`src/rtl/mfp_uart_tx_if.sv`:
```
// CPU-side write/status bundle for the UART transmitter.
// The master drives bytes and clears; the slave (transmitter) reports FIFO and line status.
interface mfp_uart_tx_if;
  logic [7:0] tx_wdata;
  logic       tx_we;
  logic       tx_ovf_clr;
  logic       tx_full;
  logic       tx_empty;
  logic       tx_busy;
  logic       tx_overflow;

  modport master (
    output tx_wdata, tx_we, tx_ovf_clr,
    input  tx_full, tx_empty, tx_busy, tx_overflow
  );

  modport slave (
    input  tx_wdata, tx_we, tx_ovf_clr,
    output tx_full, tx_empty, tx_busy, tx_overflow
  );
endinterface

```
`src/rtl/mfp_uart_tx.sv`:
```
// 8N1 UART transmitter with a small transmit FIFO, fixed baud from CLKS_PER_BIT.
// Frames are sent back-to-back whenever the FIFO holds data at the end of a stop bit.
module mfp_uart_tx #(
  parameter int unsigned CLKS_PER_BIT = 434,
  parameter int unsigned FIFO_DEPTH   = 4
) (
  input  logic          SI_ClkIn,
  input  logic          SI_Reset_N,
  mfp_uart_tx_if.slave  tx_if,
  output logic          UART_TX
);

  localparam int unsigned PW = $clog2(FIFO_DEPTH);
  localparam int unsigned CW = (CLKS_PER_BIT > 1) ? $clog2(CLKS_PER_BIT) : 1;
  localparam logic [CW-1:0] RELOAD = CW'(CLKS_PER_BIT - 1);
  localparam logic [PW:0]   DEPTH  = (PW+1)'(FIFO_DEPTH);

  typedef enum logic [1:0] {IDLE, START, DATA, STOP} state_t;

  logic [7:0]    mem [FIFO_DEPTH];
  logic [PW-1:0] wr_ptr;
  logic [PW-1:0] rd_ptr;
  logic [PW:0]   count;
  logic          full;
  logic          empty;
  logic          push;
  logic          pop;
  logic          overflow;

  state_t        state, state_n;
  logic [CW-1:0] baud, baud_n;
  logic [2:0]    bit_idx, bit_idx_n;
  logic [7:0]    shift, shift_n;
  logic          line_n;

  assign full  = (count == DEPTH);
  assign empty = (count == '0);
  // Full is judged on the current count, so a write is dropped even if a pop frees a slot this cycle.
  assign push  = tx_if.tx_we && !full;

  always_ff @(posedge SI_ClkIn) begin
    if (!SI_Reset_N) begin
      wr_ptr   <= '0;
      rd_ptr   <= '0;
      count    <= '0;
      overflow <= 1'b0;
    end else begin
      if (push) wr_ptr <= wr_ptr + 1'b1;
      if (pop)  rd_ptr <= rd_ptr + 1'b1;
      if (push && !pop)
        count <= count + 1'b1;
      else if (!push && pop)
        count <= count - 1'b1;
      if (tx_if.tx_we && full)
        overflow <= 1'b1;
      else if (tx_if.tx_ovf_clr)
        overflow <= 1'b0;
    end
  end

  always_ff @(posedge SI_ClkIn) begin
    if (push) mem[wr_ptr] <= tx_if.tx_wdata;
  end

  always_ff @(posedge SI_ClkIn) begin
    if (!SI_Reset_N) begin
      state   <= IDLE;
      baud    <= '0;
      bit_idx <= '0;
      shift   <= '0;
      UART_TX <= 1'b1;
    end else begin
      state   <= state_n;
      baud    <= baud_n;
      bit_idx <= bit_idx_n;
      shift   <= shift_n;
      UART_TX <= line_n;
    end
  end

  always_comb begin
    state_n   = state;
    baud_n    = baud;
    bit_idx_n = bit_idx;
    shift_n   = shift;
    pop       = 1'b0;
    case (state)
      IDLE: begin
        if (!empty) begin
          pop     = 1'b1;
          shift_n = mem[rd_ptr];
          baud_n  = RELOAD;
          state_n = START;
        end
      end
      START: begin
        if (baud == '0) begin
          baud_n    = RELOAD;
          bit_idx_n = '0;
          state_n   = DATA;
        end else begin
          baud_n = baud - 1'b1;
        end
      end
      DATA: begin
        if (baud == '0) begin
          shift_n = {1'b0, shift[7:1]};
          baud_n  = RELOAD;
          if (bit_idx == 3'd7)
            state_n = STOP;
          else
            bit_idx_n = bit_idx + 1'b1;
        end else begin
          baud_n = baud - 1'b1;
        end
      end
      STOP: begin
        if (baud == '0) begin
          if (!empty) begin
            pop     = 1'b1;
            shift_n = mem[rd_ptr];
            baud_n  = RELOAD;
            state_n = START;
          end else begin
            state_n = IDLE;
          end
        end else begin
          baud_n = baud - 1'b1;
        end
      end
      default: state_n = IDLE;
    endcase

    // Line level follows the state being entered so UART_TX stays a clean register output.
    case (state_n)
      START:   line_n = 1'b0;
      DATA:    line_n = shift_n[0];
      default: line_n = 1'b1;
    endcase
  end

  assign tx_if.tx_full     = full;
  assign tx_if.tx_empty    = empty;
  assign tx_if.tx_busy     = !empty || (state != IDLE);
  assign tx_if.tx_overflow = overflow;

endmodule
```
`src/flat_wrapper.sv`:
```
// flat-port wrapper written by rule: the top's interface ports become plain ports
module mfp_uart_tx_flat 
#(
  parameter int unsigned CLKS_PER_BIT = 434,
  parameter int unsigned FIFO_DEPTH   = 4
)
  (SI_ClkIn, SI_Reset_N, UART_TX, tx_if_tx_wdata, tx_if_tx_we, tx_if_tx_ovf_clr, tx_if_tx_full, tx_if_tx_empty, tx_if_tx_busy, tx_if_tx_overflow);
  mfp_uart_tx_if tx_if_i ();
  input  logic SI_ClkIn;
  input  logic SI_Reset_N;
  output logic UART_TX;
  input wire logic [$bits(tx_if_i.tx_wdata)-1:0] tx_if_tx_wdata;
  input wire logic [$bits(tx_if_i.tx_we)-1:0] tx_if_tx_we;
  input wire logic [$bits(tx_if_i.tx_ovf_clr)-1:0] tx_if_tx_ovf_clr;
  output wire logic [$bits(tx_if_i.tx_full)-1:0] tx_if_tx_full;
  output wire logic [$bits(tx_if_i.tx_empty)-1:0] tx_if_tx_empty;
  output wire logic [$bits(tx_if_i.tx_busy)-1:0] tx_if_tx_busy;
  output wire logic [$bits(tx_if_i.tx_overflow)-1:0] tx_if_tx_overflow;
  assign tx_if_i.tx_wdata = tx_if_tx_wdata;
  assign tx_if_i.tx_we = tx_if_tx_we;
  assign tx_if_i.tx_ovf_clr = tx_if_tx_ovf_clr;
  assign tx_if_tx_full = tx_if_i.tx_full;
  assign tx_if_tx_empty = tx_if_i.tx_empty;
  assign tx_if_tx_busy = tx_if_i.tx_busy;
  assign tx_if_tx_overflow = tx_if_i.tx_overflow;
  mfp_uart_tx #(.CLKS_PER_BIT(CLKS_PER_BIT), .FIFO_DEPTH(FIFO_DEPTH)) u_core (.SI_ClkIn(SI_ClkIn), .SI_Reset_N(SI_Reset_N), .tx_if(tx_if_i), .UART_TX(UART_TX));
endmodule
```
`config.mk`:
```
export PLATFORM = sky130hd
export DESIGN_NAME = mfp_uart_tx_flat
export DESIGN_NICKNAME = d
export VERILOG_FILES = /design/src/rtl/mfp_uart_tx_if.sv /design/src/rtl/mfp_uart_tx.sv /design/src/flat_wrapper.sv
export SDC_FILE = /design/constraint.sdc
export NUM_CORES = 1
export LEC_CHECK = 0
export CORE_ASPECT_RATIO = 0.9
export CORE_UTILIZATION = 45
export CTS_CLUSTER_DIAMETER = 150
export DETAILED_ROUTE_END_ITERATION = 6
export HOLD_SLACK_MARGIN = 0.02
export SLEW_MARGIN = 15
export SYNTH_ARGS = -nofsm -noshare
export SYNTH_HDL_FRONTEND = slang
export SYNTH_SLANG_ARGS = --single-unit
```
`constraint.sdc`:
```
create_clock -name SI_ClkIn -period 3.6 [get_ports SI_ClkIn]
set_input_delay 0.72 -clock SI_ClkIn [delete_from_list [all_inputs] [get_ports SI_ClkIn]]
set_output_delay 0.72 -clock SI_ClkIn [all_outputs]
set_load 0.02 [all_outputs]
```
==> impl_metrics.tcl <==
set metrics [dict create \
    clk_pin_slew_worst_paths_ns 0.07 \
    yosysWarnings 0 \
    cts_buffer_depth 2 \
    route.detailed.drc 0 \
    synth_enable_flop_cells 32 \
    drive_gt1_frac 0.123 \
    hpwlAfterDp_um 3840 \
    cp-end-kind "primary output" \
    fin_crit_sh 0.890 \
    htreeDepth 3 \
    rsz0062_at_grt "no" \
    cts_tree "built" \
    die_h_um 80.1 \
    placed_cell_area_sq_um 3290 \
    avgSynthCellArea_sq_um 11.3 \
    fill_cells 582 \
    cts_sinks 65 \
    finalInstanceArea_sq_um 3490 \
    synth_async_sr_flop_share 0 \
    synth-main-ff-cell "dfxtp_1" \
    ctsHoldBuffers 0 \
    routedWlPerCell_um 14.7 \
    fmax_mhz 312 \
    synth_seq_cells 65 \
    grt_pass1_wl_um 9250 \
    die-area_sq_um 7100 \
    overflow 0 \
    r2r_end "u_core.count[2]" \
    endpoint "tx_if_tx_busy" \
    synth_area_leader_cell "edfxtp_1" \
    setup_tns_ns 0 \
    area_delta_synth_final_pct 14.5 \
    syn_area_sq_um 3050 \
    antenna_found_initial 0 \
    numCtsBuffers 9 \
    slew_headroom 0.573 \
    slew_violations 0 \
    power.density_nw_per_um2 837 \
    row_count 28 \
    critPathLaunch "u_core.count[0]" \
    finalPower_mw 2.92 \
    r2r_setup_slack_ns 0.69 \
    place_inst 366 \
    syn_inst 269 \
    post_cts_buffers 0 \
    drv_cap 0 \
    track_usage 0.178 \
    portBuffers 16 \
    critical_path_required_ns 2.88 \
    layout_min_cycle_time_ns 3.20 \
    num_vias 2043 \
    multi_input_area_sq_um 1330 \
    cts-resized-gates 0 \
    drtIter0Drc 75 \
    via_per_inst 5.35 \
    post-route-util 0.532 \
    clkLatencyLatePin_ns 0.34 \
    ff2ff_path_depth 10 \
    worst_hold_slack_ns 0.479 \
    startpoint_type "register" \
    worst-path-max-fanout 13 \
    antennaDiodeCount 0 \
    synth_top_area_share 0.315 \
    seq_area_sq_um 1620 \
    ant_nets 0 \
    r2r_start "u_core.count[0]" \
    irDropWorstVdd_v 0.000387 \
    gp_congestion 0.813 \
    dr.pass1.iters 4 \
    pre_cts_ws_ns 0.601 \
    cellLeakagePower_nw 1.27 \
    crit_type "register to primary output" \
    fin_skew_ns 0.00701 \
    nets 314 \
    root_buffer "clkbuf_8" \
    hp-class "register to register" \
    setup_viol 0 \
    arrival_ns 2.48 \
    ys_seq_area_frac 0.532 \
    fp.dieW_um 88.7 \
    synth_cell_type_count 48 \
    grt_pass1_vias 1937 \
    start_util 0.465 \
    instances_no_fill 382 \
    ios 17 \
    setup_ws_ns 0.396 \
    synth_nets 296 \
    core_sq_um 6550 \
    status "completed" \
    worst_slew_pin_slew_ns 0.636 \
    hold_viol_final 0 \
    grt_max_degree 21 \
    ys_top_cells_by_area "edfxtp_1 32%, dfxtp_1 22%, mux4_2 5.9%" \
    wl_um 5620 \
]
worst max-delay path, cell delays in order (launching register included):
cell	delay (ns)
dfxtp_1	0.42
or3_1	0.53
clkinv_1	0.43
nand2_1	0.16
clkdlybuf4s50_1	0.60
synthesized netlist by cell type (all sizes together), types with 2 or more instances:
cell type  number
inv            10
ha             14
o22ai           2
mux4            8
a21oi          19
xor2            4
a31oi           3
clkbuf         11
o221a           3
nor2b           2
o31ai           2
nor3            7
or3             4
nor2           34
nand3           3
a22o            7
dfxtp          33
xnor2           3
nor4            2
edfxtp         32
o21ai          16
mux2i           7
a22oi           3
and2            7
nand2          16
registers in the layout, indices dropped and copies added, names as in the netlist, named ones only:
signal / flops
u_core.state: 2
u_core.bit_idx: 3
u_core.baud: 9
u_core.rd_ptr: 2
u_core.UART_TX: 1
u_core.mem: 32
u_core.shift: 8
u_core.count: 3
u_core.wr_ptr: 2
u_core.tx_if.tx_overflow: 1
power breakdown:
part	leakage (nW)	internal (mW)	switching, mW
Combinational	0.613	0.530	0.705
Sequential	0.564	0.928	0.138
Clock	0.0983	0.325	0.293
how the worst min path moves through the flow:
stage	to	cells after the start	slack [ns]	startpoint
CTS	u_core.shift[7]	2	0.49	u_core.shift[7]
finish	u_core.shift[7]	2	0.48	u_core.shift[7]
global placement	u_core.shift[7]	2	0.47	u_core.shift[7]
detailed placement	u_core.shift[7]	2	0.48	u_core.shift[7]
global route	u_core.shift[7]	2	0.52	u_core.shift[7]
floorplan	u_core.shift[7]	2	0.45	u_core.shift[7]
metal layers:
layer  vias up  share of wire  GRT usage  wire [um]
li1       1028              -          -          -
met3         2          0.048     0.0586        268
met2        45           0.45      0.262       2520
met5         -              0          0          0
met4         0         0.0021     0.0629         12
met1       968           0.50      0.246       2820
final cells by class:
class                           count  area share
Multi-Input combinational cell    181       0.381
Clock buffer                        9      0.0355
Timing Repair Buffer               19      0.0524
Sequential cell                    65       0.465
Inverter                           11      0.0118
Clock inverter                      7      0.0219
Tap cell                           90      0.0323
kinds of logic after synthesis:
group | synth area share
buffers and inverters | 0.0312
DFF | 0.532
adders and majority gates | 0.0641
muxes | 0.0821
AOI/OAI and AO/OA | 0.138
xor gates and xnor gates | 0.0201
and+or+nand+nor | 0.132
cells in the final DEF, fill, tap and decap left out, types with 6 or more instances in the layout:
cell              n
mux2i_1           7
clkbuf_8          9
nand2_1          15
o21ai_0          16
mux4_2            8
ha_1             14
nor2_1           34
edfxtp_1         32
a21oi_1          19
a22o_1            7
and2_1            6
inv_1            10
clkdlybuf4s50_1  16
dfxtp_1          33
Power figures use the tool's default switching activity.
